### src/rtl/int_to_fp_serial.sv
// Iterative integer -> IEEE-754 converter: normalises one bit per clock, packs with truncation.
// Result and inexact flag are registered and held until the consumer handshakes.
module int_to_fp_serial #(
  parameter int N    = 32,
  parameter int M    = 23,
  parameter int P    = N - M - 1,
  parameter int W    = 32,
  parameter int BIAS = 127
) (
  input  logic         clk,
  input  logic         rst,
  input  logic         in_valid,
  output logic         in_ready,
  input  logic [W-1:0] in_data,
  input  logic         in_signed,
  output logic         out_valid,
  input  logic         out_ready,
  output logic [N-1:0] out_data,
  output logic         out_inexact
);

  typedef enum logic [1:0] {IDLE, NORM, DONE} state_t;

  state_t         state;
  logic [W-1:0]   mag;
  logic           sgn;
  logic [P:0]     e;

  logic           neg_in;
  logic [W-1:0]   mag_in;
  logic [M-1:0]   mant;
  logic           inexact;
  logic [P-1:0]   exp_field;

  assign in_ready  = (state == IDLE) & ~rst;
  assign neg_in    = in_signed & in_data[W-1];
  // Negating the most negative value wraps to 2^(W-1), which is the correct magnitude.
  assign mag_in    = neg_in ? (~in_data + W'(1)) : in_data;
  assign exp_field = P'(e) + P'(BIAS);

  generate
    if (W - 1 >= M) begin : g_mant_slice
      assign mant = mag[W-2 -: M];
    end else begin : g_mant_pad
      assign mant = {mag[W-2:0], {(M-W+1){1'b0}}};
    end
    if (W - 1 > M) begin : g_inexact
      assign inexact = |mag[W-2-M:0];
    end else begin : g_exact
      assign inexact = 1'b0;
    end
  endgenerate

  always_ff @(posedge clk) begin
    if (rst) begin
      state       <= IDLE;
      out_valid   <= 1'b0;
      out_data    <= '0;
      out_inexact <= 1'b0;
      mag         <= '0;
      sgn         <= 1'b0;
      e           <= '0;
    end else begin
      case (state)
        IDLE: if (in_valid) begin
          sgn <= neg_in;
          mag <= mag_in;
          e   <= (P+1)'(W - 1);
          if (mag_in == '0) begin
            // Zero bypasses NORM; out_valid is raised on the first DONE cycle.
            out_data    <= '0;
            out_inexact <= 1'b0;
            state       <= DONE;
          end else begin
            state <= NORM;
          end
        end
        NORM: if (mag[W-1]) begin
          out_data    <= {sgn, exp_field, mant};
          out_inexact <= inexact;
          out_valid   <= 1'b1;
          state       <= DONE;
        end else begin
          mag <= mag << 1;
          e   <= e - (P+1)'(1);
        end
        DONE: begin
          if (!out_valid) begin
            out_valid <= 1'b1;
          end else if (out_ready) begin
            out_valid <= 1'b0;
            state     <= IDLE;
          end
        end
        default: state <= IDLE;
      endcase
    end
  end

endmodule

### config.mk
export PLATFORM = sky130hd
export DESIGN_NAME = int_to_fp_serial
export DESIGN_NICKNAME = d
export VERILOG_FILES = /design/src/rtl/int_to_fp_serial.sv
export SDC_FILE = /design/constraint.sdc
export NUM_CORES = 1
export LEC_CHECK = 0
export ABC_CLOCK_PERIOD_IN_PS = 4000
export CORE_ASPECT_RATIO = 2
export CORE_UTILIZATION = 38
export DETAILED_ROUTE_END_ITERATION = 8
export GPL_ROUTABILITY_DRIVEN = 0
export PLACE_DENSITY = 0.71
export SLEW_MARGIN = 15
export SYNTH_ARGS = -nofsm -noshare
export SYNTH_HDL_FRONTEND = slang
export SYNTH_SLANG_ARGS = --single-unit
### constraint.sdc
create_clock -name clk -period 4 [get_ports clk]
set_clock_uncertainty 0.05 [all_clocks]
set_input_delay 0.8 -clock clk [delete_from_list [all_inputs] [get_ports clk]]
set_output_delay 0.8 -clock clk [all_outputs]
set_load 0.005 [all_outputs]
After elaboration in Yosys (flattened, before gate mapping)
Cells that the tools add are included.
Storage, ports and cells
  register bits: 78
Operators by class
  multiplexer cells: 25
  eq/ne operators: 8
  bitwise gates (word level): 4
  $add $sub $neg: 3
  reductions and logical operators: 11
Operator list (count)
  $mux 32: 6
  $pmux 32 s2: 2
  $add 32x1->32 const B: 1
  $logic_not 32->1: 1
  $not 32->32: 1
  $mux 9: 2
  $pmux 9 s2: 1
  $mux 2: 5
  $ne 2x2->1 const B: 5
  $sub 9x1->9 const B: 1
  $add 8x7->8 const B: 1
  $reduce_and 4->1: 2
  $reduce_or 8->1: 1
  $mux 1: 6
  $pmux 2 s3: 1
  $reduce_and 2->1: 3
  $pmux 1 s2: 2
  $reduce_bool 2->1: 2
  $reduce_and 3->1: 1
  $and 1x1->1: 2
  $eq 2x1->1 const B: 1
  $eq 2x2->1 const B: 1
  $logic_not 2->1: 1
  $ne 2x1->1 const B: 1
  $not 1->1: 1

Logic depth before layout (Yosys ltp)
  depth after elaboration: 7
  gate-level depth with buffers: 11

Least setup slack after synthesis
No wires, ideal clock.
  kind: in2reg
  start: input in_data[1]
  end: register out_data[10]
  setup slack: 0.065 ns
  arrival time: 3.749 ns
  data required time: 3.815 ns
  stages: 11
  cells stage by stage: inv_1 ha_1 or4b_4 nor3_4 a41oi_1 xor2_1 or4_1 or4_4 o41ai_4 buf_6 o31ai_2
Between the ends
  cells in the longest elaborated chain, start to end: 6
RTL lines
  from (decl): RTL line 14  | input logic [W-1:0] in_data,
  $not 32->32: RTL line 38  | assign mag_in = neg_in ? (~in_data + W'(1)) : in_data;
  $add 32x1->32: RTL line 38
  $mux 32 *: RTL line 38
  $logic_not 32->1 *: RTL line 69  | if (mag_in == '0) begin
  $ne 2x1->1 (no source line) *
  $reduce_and 4->1 (no source line) *
  to (signal assigned): RTL line 79  | out_data <= {sgn, exp_field, mant};
  to (decl): RTL line 18  | output logic [N-1:0] out_data,
Mark *: on every way between the ends. The rest lies on a longest branch, timed or not.
A chain may end at the register's enable or synchronous reset.

Worst setup path after layout
  start: input in_data[9]
  end: register out_inexact
Between the ends
  cells in the longest elaborated chain, start to end: 6
RTL lines
  $not 32->32: RTL line 38
  $add 32x1->32: RTL line 38
  $mux 32 *: RTL line 38
  $logic_not 32->1 *: RTL line 69
  $ne 2x1->1 (no source line) *
  $reduce_and 4->1 (no source line) *
  to (signal assigned): RTL line 80  | out_inexact <= inexact;
  to (decl): RTL line 19  | output logic out_inexact
Marks and branches as above.

==> results.cfg <==
[layout]
final_common_cell = buf_4
synthToLayoutAreaGrowth_pct = 43.29
diodes = 0
num-nets-final = 730
drive_above_1_share = 0.2216
final_cell_mix = 81 x buf_4, 77 x nor2_1, 77 x dfxtp_1
stdcell_area_um2 = 6336

[placement]
numPortBuffers = 71
postPlaceCellArea_um2 = 5678
dp_hpwl_um = 9805

[clock_tree]
cts-buffers-inserted = 9
ctsHoldBuffers = 0
cts_sinks = 77
cts.clk_slew.worst_paths_ns = 0.06
h-tree-depth = 3
clockBufferDepth = 2
insertion_delay_ns = 0.34
cts_tree = yes
root_buffer = clkbuf_16

[worst_hold_path]
hold_depth = 2
worstHoldStart = out_inexact
hold_class = flop to flop
holdPathEnd = out_inexact

[worst_setup_path]
crit_arrival_ns = 4.03
r2r-end = mag[3]
critPathMaxFanout = 8
cp_data_required_time_ns = 4.14
worstReg2RegStart = state[1]
startpoint_type = input pin
path_class = input pin to flop
r2r_setup_slack_ns = 1.45
r2r_cells = 7
cp-end-kind = flop

[timing]
slew_viol_final = 0
finalHoldViolations = 0
tightest_slew_ns = 0.9065
setup_viol = 0
max_freq_mhz = 257.3
timing.final.crit_share = 0.9715
slew_headroom = 0.3956
timing.final.crit_period_ns = 3.886
hold_slack_ns = 0.4089

[floorplan]
die_area_um2 = 12100
die_h_um = 154.6
die_w_um = 78.28
initial_core_util = 0.3918
ios = 72
row_count = 55
core_um2 = 11290

[global_routing]
grt.met1_usage = 0.2359
grt_max_degree = 80
grt_pass1_wl_um = 22600
grt_usage = 0.2367
antenna_found_initial = 0
grtUsageMet2 = 0.4373
grtUsageMet3 = 0.02773
grt_pass1_vias = 4735
overflow = 0
busiest_layer = met2

[synth]
synthArstFlopShare = 0
postSynthCellCount = 562
synth_seq_area_share = 0.3486
yosysTopAreaCell = dfxtp_1
ys_ff_latch = 77
synth.top_cell.area_share = 0.3486
synth_area_leaders = dfxtp_1 35%, nor2_1 6.6%, o31ai_2 5.7%
syn_area_per_cell_um2 = 7.868
syn-num-nets = 602
synth_ff_type = dfxtp_1
yosysWarnings = 0
syn_area_um2 = 4422
ys_types = 54
synth_edf_count = 0

[route]
drc = 0
wirelength_um = 13910
vias = 4692
viasPerCell = 5.606
first_iter_violations = 384
ant_nets = 0
drt_first_pass_iters = 5
drt-wirelength-per-cell_um = 16.62

[power_and_ir_drop]
vdd_drop_max_v = 0.0002404
p_leak_nw = 2.530
power_density_nw_per_um2 = 377.4

[flow_run]
cap_violations = 0

[run_status]
outcome = complete, no violations
[power breakdown]
part	switching, mW	total, mW	internal (mW)
sequential	0.0592	0.891	0.832
combinational	0.269	0.497	0.228
clock	0.326	1.00	0.677
[state kept, by name, summed over array words and instances, names as in the netlist]
name	cells
e	8
mag	32
out_data	32
out_inexact	1
out_valid	1
sgn	1
state	2
[cells in the mapped netlist (all sizes together) (2+ instances only)]
library cell and n:
nor2 79, dfxtp 77, nand2 61, inv 39, clkbuf 32, o21ai 30
o31ai 28, a21oi 23, xnor2 22, nor3 20, a211oi 19, xor2 13
a2111oi 12, nor4 10, and3 8, buf 8, or3 6, or4 6
a31oi 5, nand4 5, o21a 5, o32ai 5, nand3 4, o22ai 4
a311oi 3, a41oi 3, and2 3, ha 3, nand3b 3, or2 3
a221oi 2, a22oi 2, and4 2, nand2b 2, nor4b 2, o41ai 2
or4b 2
[area by class of cell]
class | count | area (um2)
clock buffer | 9 | 225.2
clock inverter | 7 | 146.4
fill | 1074 | 4950
inverter | 39 | 146.4
multi-input combinational | 406 | 2661
sequential | 77 | 1541
tap | 142 | 177.7
timing repair buffer | 157 | 1438
[worst max-delay path, cell delays in order]
cell             delay, ns
clkdlybuf4s50_1       0.43
or4_4                 0.52
nor3_4                0.24
a41oi_2               0.15
xor2_1                0.18
or4_1                 0.41
or4_4                 0.57
o41ai_4               0.24
buf_4                 0.19
buf_12                0.10
buf_16                0.13
o31ai_1               0.06
[what timing repair did]
action	in CTS	in global routing
setup buffers	8	4
pin swaps	13	15
gates cloned	2	0
resized for setup	21	21
endpoints found under the hold margin	0	0
endpoints found under the setup margin	34	34
[metrics by stage]
step | worst slack [ns] | TNS (ns) | power, mW | instances | utilization
after floorplan | 0.06524 | 0 | 1.167 | 562 | -
after global placement | -0.4775 | -12.03 | 1.350 | 808 | 0.5031
after detailed placement | -0.5182 | -13.90 | 1.365 | 808 | 0.5031
after CTS | 0.002961 | 0 | 2.383 | 834 | 0.5531
after global routing | -0.02861 | -0.1222 | 2.489 | 837 | 0.5614
final | 0.1141 | 0 | 2.391 | 837 | 0.5614
[how the worst max path moves through the flow]
stage / startpoint / endpoint / slack [ns] / depth (start not counted)
6_report: in_data[9] / out_inexact / 0.11 / 12
5_1_grt: in_data[10] / out_data[19] / -0.03 / 13
4_1_cts: in_data[8] / out_data[30] / 0.003 / 13
3_5_place_dp: in_data[1] / out_data[27] / -0.52 / 13
3_3_place_gp: in_data[16] / out_data[26] / -0.48 / 13
2_1_floorplan: in_data[1] / out_data[10] / 0.07 / 11
[logic make-up after synthesis]
| family | Yosys count | synth area share |
|---|---|---|
| multiplexers | 2 | 0.004810 |
| XOR/XNOR | 35 | 0.06933 |
| AND/OR/NAND/NOR | 217 | 0.2360 |
| AO/OA/AOI/OAI | 149 | 0.2572 |
| flip-flops | 77 | 0.3486 |
| adder cells (fa/ha/maj) | 3 | 0.008490 |
| buffers and inverters | 79 | 0.07555 |
[layer usage]
metal,share of wire,up-vias,wire length (um)
li1,-,2260,-
met1,0.36,2216,4952
met2,0.55,160,7635
met3,0.034,56,480
met4,0.061,0,845
met5,0,-,0
Note: power is estimated with default switching activity, not from simulation.
